<file path="src/rtl/dmem_arbiter_if.sv">
// ---------------------------------------------------------------------------
// dmem_arbiter_if
//   Request/response bundle for one requester of the data-memory arbiter.
//   One instance is used for the pipeline MEM stage (port A) and one for the
//   loader/debug port (port B).
//
//   Signals:
//     req     requester -> arbiter   request
//     rd      requester -> arbiter   read type  (00 none, 01 word, 10 byte, 11 illegal)
//     wr      requester -> arbiter   write type (same encoding)
//     addr    requester -> arbiter   address
//     wdata   requester -> arbiter   write data
//     gnt     arbiter -> requester   request accepted this cycle (combinational)
//     rvalid  arbiter -> requester   read data valid (one-cycle pulse)
//     rdata   arbiter -> requester   read data, held until the next response
//     stall   arbiter -> requester   valid request not granted this cycle
//
//   Modports: master (requester side), slave (arbiter side).
// ---------------------------------------------------------------------------
interface dmem_arbiter_if #(
    parameter int ADDR_W = 16,
    parameter int DATA_W = 16
);
    logic              req;
    logic [1:0]        rd;
    logic [1:0]        wr;
    logic [ADDR_W-1:0] addr;
    logic [DATA_W-1:0] wdata;
    logic              gnt;
    logic              rvalid;
    logic [DATA_W-1:0] rdata;
    logic              stall;

    modport master (
        output req, rd, wr, addr, wdata,
        input  gnt, rvalid, rdata, stall
    );

    modport slave (
        input  req, rd, wr, addr, wdata,
        output gnt, rvalid, rdata, stall
    );
endinterface

</file>
<file path="src/rtl/dmem_arbiter.sv">
// ---------------------------------------------------------------------------
// dmem_arbiter
//   Shares one data memory between the pipeline MEM stage (port A) and the
//   loader/debug port (port B). Port A has fixed priority; a starvation
//   counter forces a grant to B after STARVE_LIMIT consecutive A grants while
//   B was waiting. The granted command is registered onto the data_mem
//   inputs, the memory's read data is captured one cycle later and returned
//   to the owning port with a one-cycle rvalid pulse (grant-to-rvalid = 2).
//
//   Optional build macro:
//     DMEM_ARB_RR_EN  strict round-robin between A and B (last_owner bit)
//                     instead of A priority; the starvation counter and
//                     STARVE_LIMIT are then unused.
//
//   Ports:
//     clk        in   system clock, all state on rising edge
//     rst        in   synchronous active-high reset
//     port_a     slave modport of dmem_arbiter_if, MEM stage requester
//     port_b     slave modport of dmem_arbiter_if, loader/debug requester
//     mem_read   out  data_mem memRead
//     mem_write  out  data_mem memWrite
//     mem_addr   out  data_mem addr
//     mem_wdata  out  data_mem writeData
//     mem_rdata  in   data_mem readData, valid in the cycle mem_* are driven
//     err        out  one-cycle pulse: accepted op carried a 2'b11 field
// ---------------------------------------------------------------------------
module dmem_arbiter #(
    parameter int ADDR_W       = 16,
    parameter int DATA_W       = 16,
    parameter int STARVE_LIMIT = 4
) (
    input  logic              clk,
    input  logic              rst,
    dmem_arbiter_if.slave     port_a,
    dmem_arbiter_if.slave     port_b,
    output logic [1:0]        mem_read,
    output logic [1:0]        mem_write,
    output logic [ADDR_W-1:0] mem_addr,
    output logic [DATA_W-1:0] mem_wdata,
    input  logic [DATA_W-1:0] mem_rdata,
    output logic              err
);

    typedef enum logic {
        OWNER_A = 1'b0,
        OWNER_B = 1'b1
    } owner_t;

    logic              a_valid;
    logic              b_valid;
    logic              grant_a;
    logic              grant_b;
    logic              any_grant;
    logic [1:0]        sel_rd;
    logic [1:0]        sel_wr;
    logic [1:0]        clean_rd;
    logic [1:0]        clean_wr;
    logic [ADDR_W-1:0] sel_addr;
    logic [DATA_W-1:0] sel_wdata;
    logic              sel_illegal;

    // Command stage registers (drive data_mem during the access cycle)
    logic [1:0]        cmd_read;
    logic [1:0]        cmd_write;
    logic [ADDR_W-1:0] cmd_addr;
    logic [DATA_W-1:0] cmd_wdata;
    owner_t            cmd_owner;
    logic              cmd_rd_pend;
    logic              err_q;

    // Response stage registers
    logic              a_rvalid_q;
    logic              b_rvalid_q;
    logic [DATA_W-1:0] a_rdata_q;
    logic [DATA_W-1:0] b_rdata_q;

`ifdef DMEM_ARB_RR_EN
    owner_t            last_owner;
`else
    localparam logic [3:0] LIMIT = 4'(STARVE_LIMIT);
    logic [3:0]        starve_cnt;
`endif

    // A request with both op fields 00 is not a request at all.
    always_comb begin
        a_valid = port_a.req && ((port_a.rd != 2'b00) || (port_a.wr != 2'b00));
        b_valid = port_b.req && ((port_b.rd != 2'b00) || (port_b.wr != 2'b00));
    end

    // Arbitration; nothing is granted while reset is held.
    always_comb begin
        grant_a = 1'b0;
        grant_b = 1'b0;
`ifdef DMEM_ARB_RR_EN
        // On a tie the port that did not win last time gets the grant.
        grant_a = a_valid && !(b_valid && (last_owner == OWNER_A));
        grant_b = b_valid && !grant_a;
`else
        // B is forced once A has won STARVE_LIMIT times in a row over it.
        grant_a = a_valid && !(b_valid && (starve_cnt == LIMIT));
        grant_b = b_valid && !grant_a;
`endif
        if (rst) begin
            grant_a = 1'b0;
            grant_b = 1'b0;
        end
        any_grant = grant_a || grant_b;
    end

    // Select the winning command and strip illegal 2'b11 fields.
    always_comb begin
        sel_rd      = grant_b ? port_b.rd    : port_a.rd;
        sel_wr      = grant_b ? port_b.wr    : port_a.wr;
        sel_addr    = grant_b ? port_b.addr  : port_a.addr;
        sel_wdata   = grant_b ? port_b.wdata : port_a.wdata;
        clean_rd    = (sel_rd == 2'b11) ? 2'b00 : sel_rd;
        clean_wr    = (sel_wr == 2'b11) ? 2'b00 : sel_wr;
        sel_illegal = any_grant && ((sel_rd == 2'b11) || (sel_wr == 2'b11));
    end

    // Command stage: address/data hold when idle so the memory bus stays quiet.
    always_ff @(posedge clk) begin
        if (rst) begin
            cmd_read    <= 2'b00;
            cmd_write   <= 2'b00;
            cmd_addr    <= '0;
            cmd_wdata   <= '0;
            cmd_owner   <= OWNER_A;
            cmd_rd_pend <= 1'b0;
            err_q       <= 1'b0;
        end else begin
            cmd_read    <= any_grant ? clean_rd : 2'b00;
            cmd_write   <= any_grant ? clean_wr : 2'b00;
            cmd_owner   <= grant_b ? OWNER_B : OWNER_A;
            cmd_rd_pend <= any_grant && (clean_rd != 2'b00);
            err_q       <= sel_illegal;
            if (any_grant) begin
                cmd_addr  <= sel_addr;
                cmd_wdata <= sel_wdata;
            end
        end
    end

    // Response stage: capture the memory's read data for the command's owner.
    always_ff @(posedge clk) begin
        if (rst) begin
            a_rvalid_q <= 1'b0;
            b_rvalid_q <= 1'b0;
            a_rdata_q  <= '0;
            b_rdata_q  <= '0;
        end else begin
            a_rvalid_q <= cmd_rd_pend && (cmd_owner == OWNER_A);
            b_rvalid_q <= cmd_rd_pend && (cmd_owner == OWNER_B);
            if (cmd_rd_pend && (cmd_owner == OWNER_A)) begin
                a_rdata_q <= mem_rdata;
            end
            if (cmd_rd_pend && (cmd_owner == OWNER_B)) begin
                b_rdata_q <= mem_rdata;
            end
        end
    end

`ifdef DMEM_ARB_RR_EN
    always_ff @(posedge clk) begin
        if (rst) begin
            last_owner <= OWNER_B;
        end else if (grant_a) begin
            last_owner <= OWNER_A;
        end else if (grant_b) begin
            last_owner <= OWNER_B;
        end
    end
`else
    // Counts A wins while B waits; any B win or B going idle clears it.
    always_ff @(posedge clk) begin
        if (rst) begin
            starve_cnt <= 4'd0;
        end else if (!b_valid || grant_b) begin
            starve_cnt <= 4'd0;
        end else if (grant_a && (starve_cnt != LIMIT)) begin
            starve_cnt <= starve_cnt + 4'd1;
        end
    end
`endif

    // Outputs are forced low while reset is held, so a write latched in the
    // cycle before reset never reaches data_mem.
    always_comb begin
        port_a.gnt    = grant_a;
        port_b.gnt    = grant_b;
        port_a.stall  = !rst && a_valid && !grant_a;
        port_b.stall  = !rst && b_valid && !grant_b;
        port_a.rvalid = !rst && a_rvalid_q;
        port_b.rvalid = !rst && b_rvalid_q;
        port_a.rdata  = rst ? '0 : a_rdata_q;
        port_b.rdata  = rst ? '0 : b_rdata_q;
        mem_read      = rst ? 2'b00 : cmd_read;
        mem_write     = rst ? 2'b00 : cmd_write;
        mem_addr      = rst ? '0 : cmd_addr;
        mem_wdata     = rst ? '0 : cmd_wdata;
        err           = !rst && err_q;
    end

endmodule

</file>
<file path="src/flat_wrapper.sv">
// flat-port wrapper written by rule: the top's interface ports become plain ports
module dmem_arbiter_flat 
#(
    parameter int ADDR_W       = 16,
    parameter int DATA_W       = 16,
    parameter int STARVE_LIMIT = 4
)
  (clk, rst, mem_read, mem_write, mem_addr, mem_wdata, mem_rdata, err, port_a_req, port_a_rd, port_a_wr, port_a_addr, port_a_wdata, port_a_gnt, port_a_rvalid, port_a_rdata, port_a_stall, port_b_req, port_b_rd, port_b_wr, port_b_addr, port_b_wdata, port_b_gnt, port_b_rvalid, port_b_rdata, port_b_stall);
  dmem_arbiter_if #(.ADDR_W(ADDR_W), .DATA_W(DATA_W)) port_a_i ();
  dmem_arbiter_if #(.ADDR_W(ADDR_W), .DATA_W(DATA_W)) port_b_i ();
  input  logic clk;
  input  logic rst;
  output logic [1:0] mem_read;
  output logic [1:0] mem_write;
  output logic [ADDR_W-1:0] mem_addr;
  output logic [DATA_W-1:0] mem_wdata;
  input  logic [DATA_W-1:0] mem_rdata;
  output logic err;
  input wire logic [$bits(port_a_i.req)-1:0] port_a_req;
  input wire logic [$bits(port_a_i.rd)-1:0] port_a_rd;
  input wire logic [$bits(port_a_i.wr)-1:0] port_a_wr;
  input wire logic [$bits(port_a_i.addr)-1:0] port_a_addr;
  input wire logic [$bits(port_a_i.wdata)-1:0] port_a_wdata;
  output wire logic [$bits(port_a_i.gnt)-1:0] port_a_gnt;
  output wire logic [$bits(port_a_i.rvalid)-1:0] port_a_rvalid;
  output wire logic [$bits(port_a_i.rdata)-1:0] port_a_rdata;
  output wire logic [$bits(port_a_i.stall)-1:0] port_a_stall;
  input wire logic [$bits(port_b_i.req)-1:0] port_b_req;
  input wire logic [$bits(port_b_i.rd)-1:0] port_b_rd;
  input wire logic [$bits(port_b_i.wr)-1:0] port_b_wr;
  input wire logic [$bits(port_b_i.addr)-1:0] port_b_addr;
  input wire logic [$bits(port_b_i.wdata)-1:0] port_b_wdata;
  output wire logic [$bits(port_b_i.gnt)-1:0] port_b_gnt;
  output wire logic [$bits(port_b_i.rvalid)-1:0] port_b_rvalid;
  output wire logic [$bits(port_b_i.rdata)-1:0] port_b_rdata;
  output wire logic [$bits(port_b_i.stall)-1:0] port_b_stall;
  assign port_a_i.req = port_a_req;
  assign port_a_i.rd = port_a_rd;
  assign port_a_i.wr = port_a_wr;
  assign port_a_i.addr = port_a_addr;
  assign port_a_i.wdata = port_a_wdata;
  assign port_a_gnt = port_a_i.gnt;
  assign port_a_rvalid = port_a_i.rvalid;
  assign port_a_rdata = port_a_i.rdata;
  assign port_a_stall = port_a_i.stall;
  assign port_b_i.req = port_b_req;
  assign port_b_i.rd = port_b_rd;
  assign port_b_i.wr = port_b_wr;
  assign port_b_i.addr = port_b_addr;
  assign port_b_i.wdata = port_b_wdata;
  assign port_b_gnt = port_b_i.gnt;
  assign port_b_rvalid = port_b_i.rvalid;
  assign port_b_rdata = port_b_i.rdata;
  assign port_b_stall = port_b_i.stall;
  dmem_arbiter #(.ADDR_W(ADDR_W), .DATA_W(DATA_W), .STARVE_LIMIT(STARVE_LIMIT)) u_core (.clk(clk), .rst(rst), .port_a(port_a_i), .port_b(port_b_i), .mem_read(mem_read), .mem_write(mem_write), .mem_addr(mem_addr), .mem_wdata(mem_wdata), .mem_rdata(mem_rdata), .err(err));
endmodule
</file>
<file path="config.mk">
export PLATFORM = sky130hd
export DESIGN_NAME = dmem_arbiter_flat
export DESIGN_NICKNAME = d
export VERILOG_FILES = /design/src/rtl/dmem_arbiter_if.sv /design/src/rtl/dmem_arbiter.sv /design/src/flat_wrapper.sv
export SDC_FILE = /design/constraint.sdc
export NUM_CORES = 1
export LEC_CHECK = 0
export CORE_MARGIN = 2
export CORE_UTILIZATION = 25
export CTS_CLUSTER_DIAMETER = 200
export DETAILED_ROUTE_END_ITERATION = 7
export GPL_ROUTABILITY_DRIVEN = 0
export SLEW_MARGIN = 20
export SYNTH_ARGS = -nofsm -noshare
export SYNTH_HDL_FRONTEND = slang
export SYNTH_SLANG_ARGS = --single-unit
</file>
<file path="constraint.sdc">
create_clock -name clk -period 3.5 [get_ports clk]
set_clock_uncertainty 0.1 [all_clocks]
set_input_delay 0.875 -clock clk [delete_from_list [all_inputs] [get_ports clk]]
set_output_delay 0.875 -clock clk [all_outputs]
set_load 0.02 [all_outputs]
</file>
==> qor.csv, run 1 <==
stage,metric,value,unit
run_status,status,finished clean,
yosys,syn_area_per_cell,8.81,sq um
placed_design,post-place-ws,-0.240,ns
die,num_rows,43,
route,routed_wl,10200,um
setup_path,cp_max_fo,2,
clocking,cts_tree,built,
setup_path,cp_slowest_cell,o41a_1,
route,drt-initial-drc-count,118,
sta,period_minus_slack,3.42,ns
yosys,synth.ff_latch_count,77,
sta,relSlewSlack,0.502,
yosys,syn_inst,397,
route,routedWlPerCell,13.6,um
clocking,numCtsBuffers,9,
global_route,grt_max_degree,59,
layout,final_cells,750,
route,ant_nets,0,
clocking,cts_hold_buf,0,
worst_hold_path,hold_class,reg -> reg,
yosys,async_reset_ff_frac,0,
power_and_ir_drop,irDropWorstVdd,0.181,mV
power_and_ir_drop,power.density,401,nW/um^2
setup_path,end_kind,output pin,
setup_path,critPathLaunchType,input port,
sta,tightest_slew,0.747,ns
power_and_ir_drop,leakagePower,2.20,nW
yosys,synth_top_area_cell,dfxtp_1,
global_route,antenna_found_initial,0,
die,io_pins,167,
clocking,cts_setup_buffers,0,
setup_path,endpoint,port_b_gnt,
sta,setup_viol,0,
setup_path,rr_endpoint,u_core.err_q$_SDFF_PP0_,
die,die_h,122,um
sta,final_max_slew_viol_count,0,
layout,fin_nets,662,
die,core_area,13800,sq um
setup_path,worst_r2r_startpoint,u_core.starve_cnt[0]$_SDFFE_PP0P_,
placed_design,dpl.hpwl,7460,um
worst_hold_path,hold_depth,1,
global_route,gr-usage-all-layers,0.137,
clocking,cts_buffer_depth,2,
route,drtPass1Iterations,4,
route,via_per_inst,4.48,
layout,final_layout_size_suffix_gt1_frac,0.0912,
yosys,synth_xor_area_frac,0.00501,
setup_path,crit_start,port_a_rd[1],
setup_path,crit_cells,5,
yosys,synth_top_family_by_area,simple AND/OR/NAND/NOR gates,
sta,fmax,0.293,GHz
layout,nFillCells,1385,
route,drc,0,
die,die_w,122,um
yosys,yosys.area.top_type_share,0.441,
sta,timing.final.ws_setup,0.0824,ns
yosys,synth_nets,494,
setup_path,path_class,in -> out,
yosys,synth_edf_count,0,
setup_path,cp.required,2.52,ns
run,maxCapViolCount,0,
layout,n_antenna_cell,0,
sta,finalHoldViolCount,0,
die,start_util,0.254,
placed_design,placed_cells,733,
global_route,grt_pass1_wl,16100,um
global_route,grt-ovfl-total,0,
yosys,ys_seq_area_frac,0.441,
sta,rsz0062_at_grt,no,
clocking,htreeDepth,3,
placed_design,io_buffer_count,166,
setup_path,cp_cell_sequence,clkdlybuf4s50_1 -> o41a_1 -> a211o_1 -> clkinv_2 -> clkdlybuf4s15_1,
clocking,clk_pin_slew,0.06,ns
global_route,grt_pass1_vias,3303,
setup_path,slowest_delay,0.44,ns
setup_path,r2r_setup_slack,0.90,ns
yosys,synthMuxAreaShare,0.00573,
route,vias,3358,
yosys,synth_area_leaders,"dfxtp_1 44%, nor2b_1 13%, o22a_1 8.0%",
layout,area_growth,63.4,%
yosys,synth-adder-area-share,0.0179,
setup_path,r2r_cells,10,
sta,fin_crit_sh,0.976,
setup_path,path_buf_inv,3,
yosys,synth_compound_area_frac,0.197,
yosys,syn_area,3500,sq um
clocking,clock_sinks,77,
die,die-area,14900,sq um
yosys,yosysWarnings,0,
yosys,synth-simple-area-share,0.277,
setup_path,path_delay_family,buffers and inverters,
clocking,cts.root.buffer_cell,clkbuf_16,
setup_path,crit_arrival,2.44,ns
yosys,ys_types,34,
yosys,synth-main-ff-cell,dfxtp_1,
clocking,insertion_delay,0.33,ns
cell usage after synthesis (all sizes together), types with 2 or more instances:
library cell,instances
o22a,32
dfxtp,77
and2,3
buf,7
a21oi,3
nand3b,5
inv,8
clkbuf,25
nor2,40
ha,5
nand2,70
nor2b,72
mux2i,2
nand2b,2
a311oi,32
cell families (layout without fill, tap and decap cells):
logic type	after synthesis	count (layout)
fa+ha+maj	5	5
buf+inv	41	214
mux	2	2
flops	77	77
compound gates	72	72
simple gates	198	198
xor+xnor	2	2
how the worst min path moves through the flow:
stage | from | slack (ns) | end
2_1_floorplan | u_core.starve_cnt[0]$_SDFFE_PP0P_ | 0.33 | u_core.starve_cnt[0]$_SDFFE_PP0P_
3_3_place_gp | u_core.starve_cnt[0]$_SDFFE_PP0P_ | 0.34 | u_core.starve_cnt[0]$_SDFFE_PP0P_
3_5_place_dp | u_core.starve_cnt[0]$_SDFFE_PP0P_ | 0.36 | u_core.starve_cnt[0]$_SDFFE_PP0P_
4_1_cts | u_core.starve_cnt[0]$_SDFFE_PP0P_ | 0.37 | u_core.starve_cnt[0]$_SDFFE_PP0P_
5_1_grt | u_core.starve_cnt[0]$_SDFFE_PP0P_ | 0.39 | u_core.starve_cnt[0]$_SDFFE_PP0P_
6_report | u_core.starve_cnt[0]$_SDFFE_PP0P_ | 0.37 | u_core.starve_cnt[0]$_SDFFE_PP0P_
layout make-up:
cell class / count / area [sq um] / share of cell area
multi-input combinational: 279 / 1780 / 0.311
tap: 180 / 225 / 0.0394
clock inverter: 4 / 23.8 / 0.00416
clock buffer: 12 / 246 / 0.0432
timing repair buffer: 189 / 1860 / 0.326
inverter: 9 / 35.0 / 0.00613
sequential: 77 / 1540 / 0.270
metal layers:
metal  vias up  part of all wire  global-route usage
li1       1691                 -                   -
met1      1578              0.45               0.169
met2        85              0.49               0.226
met3         4             0.060              0.0367
met4         0            0.0084              0.0524
met5         -                 0                   0
power by group:
group	internal [mW]	switching, mW
combinational	0.261	0.219
clock	0.497	0.348
sequential	0.943	0.0204
total	1.70	0.587
stage by stage:
step	hold slack, ns	utilization	total power [mW]	setup TNS, ns	cell area [sq um]
6_report	0.370	0.415	2.29	0	5710
5_1_grt	0.392	0.415	2.41	0	5710
4_1_cts	0.370	0.413	2.34	0	5690
3_5_place_dp	0.356	0.394	1.46	-1.19	5430
3_3_place_gp	0.343	0.394	1.46	-0.906	5430
2_1_floorplan	0.330	-	1.22	0	3500
state kept, by name, summed over array words and instances, names as in the netlist:
name / cells
u_core.a_rdata_q: 16
u_core.b_rdata_q: 16
u_core.cmd_addr: 16
u_core.cmd_wdata: 16
u_core.starve_cnt: 4
u_core.cmd_read: 2
u_core.cmd_write: 2
u_core.a_rvalid_q: 1
u_core.b_rvalid_q: 1
u_core.cmd_owner: 1
u_core.cmd_rd_pend: 1
u_core.err_q: 1
cell usage in the layout, fill, tap and decap left out, drive strengths merged, types with 2 or more instances in the layout:
cell	n
ha	5
clkinv	5
nand3b	5
mux2i	2
clkbuf	13
a21oi	3
and2	3
nor2	40
o22a	32
nand2	70
nand2b	2
buf	24
inv	8
nor2b	72
clkdlybuf4s50	161
a311oi	32
clkdlybuf4s15	3
dfxtp	77
repair_timing:
item,in CTS,in global routing
endpoints found under the hold margin,0,0
setup endpoints to repair,4,4
cloned,0,0
resized for setup,4,5
(Power assumes the default switching activity.)
==> run 2: changes to the inputs <==
--- a/config.mk
+++ b/config.mk
@@ -5,11 +5,14 @@
 export SDC_FILE = /design/constraint.sdc
 export NUM_CORES = 1
 export LEC_CHECK = 0
+export CELL_PAD_IN_SITES_DETAIL_PLACEMENT = 1
+export CELL_PAD_IN_SITES_GLOBAL_PLACEMENT = 2
 export CORE_MARGIN = 2
-export CORE_UTILIZATION = 25
+export CORE_UTILIZATION = 22
 export CTS_CLUSTER_DIAMETER = 200
 export DETAILED_ROUTE_END_ITERATION = 7
 export GPL_ROUTABILITY_DRIVEN = 0
+export PLACE_DENSITY_LB_ADDON = 0.1
 export SLEW_MARGIN = 20
 export SYNTH_ARGS = -nofsm -noshare
 export SYNTH_HDL_FRONTEND = slang
==> qor.csv, run 2 (synthesis gave the netlist of run 1 again) <==
stage,metric,value,unit,change
worst_hold_path,hp-start,u_core.starve_cnt[0]$_SDFFE_PP0P_,,
layout,regArea,1540,sq um,unchanged
power_and_ir_drop,leakagePower,2.19,nW,-0.29%
clocking,clock_sinks,77,,unchanged
global_route,gr-usage-all-layers,0.138,,+0.00194
sta,whs,0.370,ns,+0.000548 ns
route,drtPass1Iterations,4,,unchanged
clocking,cts_buffer_depth,2,,unchanged
layout,multiInputGateArea,1780,sq um,+0.49%
layout,finish.utilization,0.366,,-0.0487
worst_hold_path,hold_class,reg -> reg,,
global_route,antenna_found_initial,0,,unchanged
clocking,insertion_delay,0.34,ns,about the same
route,ant_nets,0,,unchanged
global_route,grt_max_degree,50,,-15%
route,routedWlPerCell,15.1,um,+11%
setup_path,crit_arrival,2.47,ns,+0.03 ns
layout,final_layout_size_suffix_gt1_frac,0.0915,,+0.000321
sta,tightest_slew,0.846,ns,+0.0991 ns
layout,final_cells,784,,+4.5%
clocking,cts_tree,built,,
setup_path,path_delay_family,compound AO/OA/AOI/OAI gates,,
sta,rsz0062_at_grt,no,,
global_route,grt_pass1_vias,3550,,+7.5%
sta,finalHoldViolCount,0,,unchanged
die,io_pins,167,,unchanged
placed_design,placed_cells,767,,+4.6%
layout,mostFrequentLayoutCell,clkdlybuf4s50_1,,
worst_hold_path,whs_endpoint,u_core.starve_cnt[0]$_SDFFE_PP0P_,,
sta,period_minus_slack,3.44,ns,+0.0268 ns
die,die_h,130,um,+6.4%
die,die_w,130,um,+6.4%
setup_path,worst_r2r_startpoint,u_core.starve_cnt[0]$_SDFFE_PP0P_,,
global_route,grt-ovfl-total,0,,unchanged
setup_path,cp_max_fo,3,,+1
clocking,htreeDepth,3,,unchanged
clocking,cts.root.buffer_cell,clkbuf_16,,
sta,final_max_slew_viol_count,0,,unchanged
sta,relSlewSlack,0.436,,-0.0661
placed_design,dpl.hpwl,8320,um,+12%
sta,fmax,0.290,GHz,-0.78%
die,core_area,15700,sq um,+14%
die,start_util,0.222,,-0.0313
clocking,numCtsBuffers,9,,unchanged
die,num_rows,46,,+7.0%
setup_path,rr_endpoint,u_core.err_q$_SDFF_PP0_,,
setup_path,path_class,in -> out,,
placed_design,io_buffer_count,166,,unchanged
layout,fin_nets,660,,-0.30%
route,routed_wl,11800,um,+16%
layout,nFillCells,1799,,+30%
setup_path,cp_cell_sequence,clkdlybuf4s50_1 -> o41a_1 -> a211o_1 -> clkinv_2 -> clkdlybuf4s15_1,,
run_status,status,finished clean,,
route,via_per_inst,4.36,,-2.7%
setup_path,r2r_cells,10,,unchanged
setup_path,cp_slowest_cell,o41a_1,,
route,vias,3416,,+1.7%
clocking,clk_pin_slew,0.06,ns,about the same
global_route,grt_pass1_wl,18100,um,+12%
sta,fin_crit_sh,0.984,,+0.00765
die,die-area,16900,sq um,+13%
layout,final_cell_mix,"161 x clkdlybuf4s50_1, 77 x dfxtp_1, 72 x nor2b_1, 70 x nand2_1, 40 x nor2_1",,
power_and_ir_drop,irDropWorstVdd,0.200,mV,+10%
setup_path,cp.required,2.52,ns,about the same
route,drc,0,,unchanged
setup_path,critPathLaunchType,input port,,
route,drt-initial-drc-count,116,,-1.7%
setup_path,slowest_delay,0.47,ns,+0.03 ns
worst_hold_path,hold_depth,1,,unchanged
sta,setup_viol,0,,unchanged
setup_path,end_kind,output pin,,
setup_path,path_buf_inv,3,,unchanged
layout,area_growth,64.5,%,
power_and_ir_drop,power.density,404,nW/um^2,+0.74%
setup_path,r2r_setup_slack,0.97,ns,+0.07 ns
layout,n_antenna_cell,0,,unchanged
run,maxCapViolCount,0,,unchanged
[run 2: changes by cell type in the layout (fill, tap and decap cells not counted), sizes merged]
cell / before / now
clkinv: 5 / 4
inv: 8 / 10
clkinvlp: 0 / 1
clkdlybuf4s15: 3 / 2
buf: 24 / 22
dlygate4sd2: 0 / 2
clkbuf: 13 / 10
[run 2: how the worst max path moves through the flow]
stage                     cells after the start                      end  slack (ns)    startpoint
final                                         5               port_b_gnt        0.06  port_a_rd[1]
after global routing                          5               port_b_gnt       0.005  port_a_rd[0]
after CTS                                     5               port_b_gnt       0.002  port_a_rd[1]
after detailed placement                      9  u_core.err_q$_SDFF_PP0_       -0.34  port_a_rd[1]
after global placement                        6             port_b_stall       -0.29  port_a_rd[1]
after floorplan                               9  u_core.err_q$_SDFF_PP0_        0.53  port_a_rd[1]
[run 2: cell type report]
cell class                 instances  share of cell area
inverter                           9             0.00609
clock buffer                      10              0.0398
sequential                        77               0.268
multi-input combinational        279               0.310
clock inverter                     6             0.00827
timing repair buffer             187               0.320
tap                              216              0.0470
[run 2: timing repair]
| item | CTS | global route |
|---|---|---|
| buffers inserted | 0 | 1 |
| endpoints found under the hold margin | 0 | 0 |
| setup endpoints to repair | 4 | 7 |
| hold buffers | 0 | 0 |
| resized for setup | 6 | 3 |
[run 2: worst register-to-register path, cell delays in order (launching register included)]
cell      delay (ns)
dfxtp_1         0.34
inv_1           0.07
ha_1            0.17
nand3b_1        0.15
a211o_1         0.32
clkinv_2        0.07
buf_6           0.28
mux2i_1         0.34
inv_1           0.11
ha_1            0.20
o31a_1          0.29
[run 2: per-layer routing]
metal / wire, um / track usage
met4: 168 / 0.0512
met3: 942 / 0.0480
met2: 5450 / 0.221
met5: 0 / 0
met1: 5290 / 0.173
[run 2: where the power goes]
group	switching (mW)	leakage (nW)	total, mW	internal (mW)
sequential	0.0218	0.633	0.965	0.943
combinational	0.226	1.42	0.484	0.259
clock	0.385	0.133	0.872	0.487
[run 2: metrics by stage]
step                cell area [sq um]  power, mW  setup TNS, ns  setup WS, ns
floorplan                        3500       1.22              0         0.534
global placement                 5460       1.46          -1.75        -0.294
detailed placement               5460       1.47          -2.14        -0.339
CTS                              5730       2.36              0       0.00152
global route                     5750       2.45              0       0.00470
finish                           5750       2.32              0        0.0556
==> run 3: changes to the inputs <==
--- a/config.mk
+++ b/config.mk
@@ -11,7 +11,7 @@
 export CORE_UTILIZATION = 22
 export CTS_CLUSTER_DIAMETER = 200
 export DETAILED_ROUTE_END_ITERATION = 7
-export GPL_ROUTABILITY_DRIVEN = 0
+export GPL_ROUTABILITY_DRIVEN = 1
 export PLACE_DENSITY_LB_ADDON = 0.1
 export SLEW_MARGIN = 20
 export SYNTH_ARGS = -nofsm -noshare
==> results of run 3 <==
Final layout, timing and power as in run 2 (identical DEF).
==> RTL change 1, RTL diff (flow settings as in run 3) <==
`ADDR_W` is set to 16 in 3 places; all go to 17.
--- a/src/rtl/dmem_arbiter_if.sv
+++ b/src/rtl/dmem_arbiter_if.sv
@@ -19,5 +19,5 @@
 // ---------------------------------------------------------------------------
 interface dmem_arbiter_if #(
-    parameter int ADDR_W = 16,
+    parameter int ADDR_W = 17,
     parameter int DATA_W = 16
 );
--- a/src/rtl/dmem_arbiter.sv
+++ b/src/rtl/dmem_arbiter.sv
@@ -26,5 +26,5 @@
 // ---------------------------------------------------------------------------
 module dmem_arbiter #(
-    parameter int ADDR_W       = 16,
+    parameter int ADDR_W       = 17,
     parameter int DATA_W       = 16,
     parameter int STARVE_LIMIT = 4
--- a/src/flat_wrapper.sv
+++ b/src/flat_wrapper.sv
@@ -2,5 +2,5 @@
 module dmem_arbiter_flat 
 #(
-    parameter int ADDR_W       = 16,
+    parameter int ADDR_W       = 17,
     parameter int DATA_W       = 16,
     parameter int STARVE_LIMIT = 4
Interface: changed (resized mem_addr, port_a_addr and port_b_addr); port bits go from 167 to 170. No check against the original RTL was run, so the function may have changed too.
==> RTL change 1 against run 3 <==
Synthesized area down 1.0%. Setup slack gained 78 ps. Cell area grew 0.78%. Count of clock-buffer cells in the layout increased by 2. Worst hold slack got worse by 5.5 ps. Power rose by 4.0%. Sequential cell count increased by 1. Critical path type unchanged. Combinational power down 2%. Routed wire length shrank 1.5%. Cell count decreased by 0.64%. Largest power group unchanged.
==> RTL change 1: results (changes against run 3) <==
CTS
  • Reg clk slew, reported paths: 50 ps
  • CTS Buffer Depth: 2 (unchanged)
  • Setup Buffers After CTS: 0 (unchanged)

Global routing
  • First-pass GRT wire length: 18360 um (was 18090 um)
  • Largest net degree at the start of global routing: 72 (was 50)
  • Initial antenna violation count: 0 (unchanged)
  • Total GRT Usage: 14.18% (was 13.85%)
  • Vias in the first global route: 3552 (was 3550)

Placement
  • Placement Setup Slack: -525.3 ps (was -338.5 ps)
  • Final HPWL DP: 8404 um (was 8324 um)
  • Routability cong.: 0.7070 (was 0.7171)
  • # port buffers: 169 (was 166)

Status
  • Outcome: completed (unchanged)

Logic synthesis
  • Top cells by area, synth: dfxtp_1 45%, nor2b_1 13%, a311oi_1 8.4%, o22a_1 8.1%, nand2_1 7.4% (was dfxtp_1 44%, nor2b_1 13%, o22a_1 8.0%, nand2_1 7.5%, a311oi_1 5.3%)
  • Most frequent cells after synthesis: 78 x dfxtp_1, 72 x nor2b_1, 68 x nand2_1 (was 77 x dfxtp_1, 72 x nor2b_1, 70 x nand2_1)
  • Sequential area share after synthesis: 45.14% (was 44.09%)
  • Complex-gate fraction of the synthesized area: 19.35% (was 19.69%)
  • Post-synthesis mux area share: 0.5787% (was 0.5727%)
  • Adder-cell share of the synthesized area: 1.808% (was 1.790%)
  • XOR/XNOR Fraction of Synth Area: 0.5063% (was 0.5011%)
  • Post-synthesis cell type count: 31 (was 34)

Setup path
  • Data arrival, critical path: 2390 ps (was 2470 ps)
  • Crit-path max FO: 3 (unchanged)

Cells and area
  • Final layout net count: 663 (was 660)
  • Largest register FFs: 17
  • Register with the most flip-flops: u_core.cmd_addr
  • Fraction of layout cells with a size suffix above 1: 8.451% (was 9.155%)

Drt
  • Total iterations of the first detailed-routing run: 4 (unchanged)
  • Vias per inst: 4.354 (was 4.357)
  • Wire per inst: 14.98 um (was 15.11 um)
  • DR iter-0 viols: 129 (was 116)

Power
  • Leakage: 0.002228 uW (was 0.002190 uW)
  • Peak VDD IR: 188.3 uV (was 199.6 uV)

Timing
  • Slew @ Worst Pin: 789.8 ps (was 846.5 ps)
RTL change 1: metrics by stage:
| stage | std cells | TNS [ps] | instance area (um2) | hold WS [ps] |
|---|---|---|---|---|
| final | 779 | 0 | 5796 | 364.7 |
| after global routing | 779 | 0 | 5796 | 413.6 |
| after CTS | 779 | 0 | 5812 | 376.3 |
| after detailed placement | 764 | -1751 | 5479 | 361.7 |
| after global placement | 764 | -1416 | 5479 | 345.4 |
| after floorplan | 395 | 0 | 3460 | 329.7 |
RTL change 1: what timing repair did:
action                                  in CTS  in global routing
pin swaps                                    0                  1
endpoints found under the setup margin       4                  3
hold buffers                                 0                  0
gates resized for setup                     15                  3
RTL change 1: kinds of logic (layout without fill, tap and decap cells):
family,count (synthesis),count (layout)
compound gates,74,74
flops,78,78
simple gates,194,194
mux,2,2
buf+inv,40,213
xor+xnor,2,2
fa+ha+maj,5,5
RTL change 1: power breakdown:
part	switching [uW]	internal (uW)	leakage, uW
combinational	219	256	0.00144
sequential	21.2	956	0.000641
clock	356	605	0.000151
RTL change 1: worst paths after layout:
path,from,endpoint,slack [ps],cells after the start
min reg2reg,u_core.starve_cnt[0]$_SDFFE_PP0P_,u_core.starve_cnt[0]$_SDFFE_PP0P_,360,1
max,port_b_wr[1],port_a_gnt,130,4
max reg2reg,u_core.starve_cnt[0]$_SDFFE_PP0P_,u_core.err_q$_SDFF_PP0_,920,10
min,u_core.starve_cnt[0]$_SDFFE_PP0P_,u_core.starve_cnt[0]$_SDFFE_PP0P_,360,1
RTL change 1: cell type report:
class,instances,area [um2]
multi-input cells,277,1779
flip-flops and latches,78,1562
well taps,211,264.0
clock inverters,3,42.54
clock buffers,12,266.5
fillers,1784,9463
repair buffers,190,1852
inverters,8,30.03
RTL change 1: per-layer routing:
layer  up-vias  global-route usage [%]  wire (um)
met4         0                   4.795        170
met1      1589                   16.96       5101
li1       1689                       -          -
met5         -                       0          0
met3        10                   6.193       1034
met2       104                   22.79       5360
RTL change 1: worst max-delay path, stage by stage:
cell and delay [ps]:
clkdlybuf4s50_1 420, or4_4 570, a311oi_4 310, buf_2 220
==> RTL change 2, RTL diff (config.mk and constraints of run 3) <==
Made on the original files. Register the output `err`; this adds one clock of latency there. The other outputs are not delayed to match. Comments in the files are not updated.
--- a/src/rtl/dmem_arbiter.sv
+++ b/src/rtl/dmem_arbiter.sv
@@ -47,4 +47,6 @@
     } owner_t;
 
+    logic err_d;
+
     logic              a_valid;
     logic              b_valid;
@@ -199,5 +201,9 @@
         mem_addr      = rst ? '0 : cmd_addr;
         mem_wdata     = rst ? '0 : cmd_wdata;
-        err           = !rst && err_q;
+        err_d         = !rst && err_q;
+    end
+
+    always_ff @(posedge clk) begin
+        err <= err_d;
     end
 
Behaviour: not the same (Yosys sat finds a counterexample within 4 cycles, from zero or initial values and one cycle with rst high).
==> RTL change 2 against run 3 <==
Combinational power fell by 0.8%. Setup slack got worse by 16 ps. Synthesized area increased by 0.57%. Sequential cell count increased by 1. Routed wire length down 0.14%. Power is 9.7% higher. Critical endpoint unchanged. Cell area up 1.2%. Global-route usage shrank 0.11 points.
==> RTL change 2: results (changes against run 3) <==
Cells and area
  • Fraction of layout cells with a size suffix above 1: 8.818% (was 9.155%)
  • Fillers: 1844 (was 1799)

Global routing
  • GRT met1 Usage: 17.52% (was 17.30%)
  • Met3 Resource Use GR: 3.950% (was 4.797%)
  • Largest net degree at the start of global routing: 69 (was 50)

Placement
  • Final HPWL DP: 8282 um (was 8324 um)
  • Placement Setup Slack: -310.3 ps (was -338.5 ps)
  • Routability cong.: 0.7189 (was 0.7171)
  • Placed Area: 5469 um2 (was 5456 um2)

Logic synthesis
  • Most frequent cells after synthesis: 78 x dfxtp_1, 72 x nor2b_1, 70 x nand2_1 (was 77 x dfxtp_1, 72 x nor2b_1, 70 x nand2_1)
  • Sequential area share after synthesis: 44.41% (was 44.09%)
  • Net count after synthesis: 495 (was 494)
  • Top cells by area, synth: dfxtp_1 44%, nor2b_1 13%, o22a_1 8.0%, nand2_1 7.5%, a311oi_1 5.2% (was dfxtp_1 44%, nor2b_1 13%, o22a_1 8.0%, nand2_1 7.5%, a311oi_1 5.3%)

Drt
  • WL final: 11830 um (was 11850 um)
  • Via count: 3388 (was 3416)
  • DR iter-0 viols: 112 (was 116)
  • Met2 Wirelength: 5500 um (was 5450 um)
  • Wire per inst: 15.11 um (about the same)

Power
  • Leakage: 0.002228 uW (was 0.002190 uW)
  • P_clk: 1090 uW (was 872 uW)
  • Combinational share of power: 18.8% (was 20.9%)
  • Combinational Power: 480 uW (was 484 uW)
  • Max power group: clock (was registers)
  • Peak VDD IR: 218.2 uV (was 199.6 uV)

Worst hold path
  • Min-Delay Endpoint: u_core.err$_DFF_P_ (was u_core.starve_cnt[0]$_SDFFE_PP0P_)
  • HP Start: u_core.err_q$_SDFF_PP0_ (was u_core.starve_cnt[0]$_SDFFE_PP0P_)

Setup path
  • Crit-path max FO: 2 (was 3)
  • Data arrival, critical path: 2490 ps (was 2470 ps)

Status
  • Outcome: completed (unchanged)

Timing
  • Slew @ Worst Pin: 804.9 ps (was 846.5 ps)
  • Hold_ws: 355.9 ps (was 370.2 ps)
## RTL change 2: changes by cell type after synthesis, sizes merged
cell and change:
dfxtp +1
## RTL change 2: worst max-delay path by stage
stage                     cells past startpoint          from  slack [ps]                 endpoint
final                                         6  port_a_rd[1]          40               port_b_gnt
after global routing                         10  port_a_rd[1]         -30  u_core.err_q$_SDFF_PP0_
after CTS                                    10  port_a_wr[0]           7  u_core.err_q$_SDFF_PP0_
after detailed placement                      5  port_a_rd[1]        -310               port_b_gnt
after global placement                        5  port_a_rd[1]        -290               port_b_gnt
after floorplan                               9  port_a_rd[1]         530  u_core.err_q$_SDFF_PP0_
## RTL change 2: area by class of cell
| type | count | area (um2) | share of cell area [%] |
|---|---|---|---|
| Clock buffer | 10 | 239.0 | 4.108 |
| Clock inverter | 5 | 107.6 | 1.849 |
| Inverter | 9 | 35.03 | 0.6022 |
| Multi-Input combinational cell | 279 | 1775 | 30.52 |
| Sequential cell | 78 | 1562 | 26.84 |
| Tap cell | 216 | 270.3 | 4.645 |
| Timing Repair Buffer | 186 | 1829 | 31.44 |
## RTL change 2: logic make-up after synthesis
group	count (synthesis)	synth area share (%)
adder cells (fa/ha/maj)	5	1.779
AO/OA/AOI/OAI	72	19.57
XOR/XNOR	2	0.4983
AND/OR/NAND/NOR	198	27.54
multiplexers	2	0.5694
buffers and inverters	41	5.623
flip-flops	78	44.41
## RTL change 2: worst max-delay path: cells and delay by family
family / cells / cell delay (ps)
AO/OA/AOI/OAI: 2 / 790
buffers and inverters: 4 / 820
## RTL change 2: repair_timing
item,4_1_cts,5_1_grt
endpoints found under the setup margin,4,4
resized for setup,7,1
hold buffers,0,0
pin swaps,1,1
buffers inserted,1,0
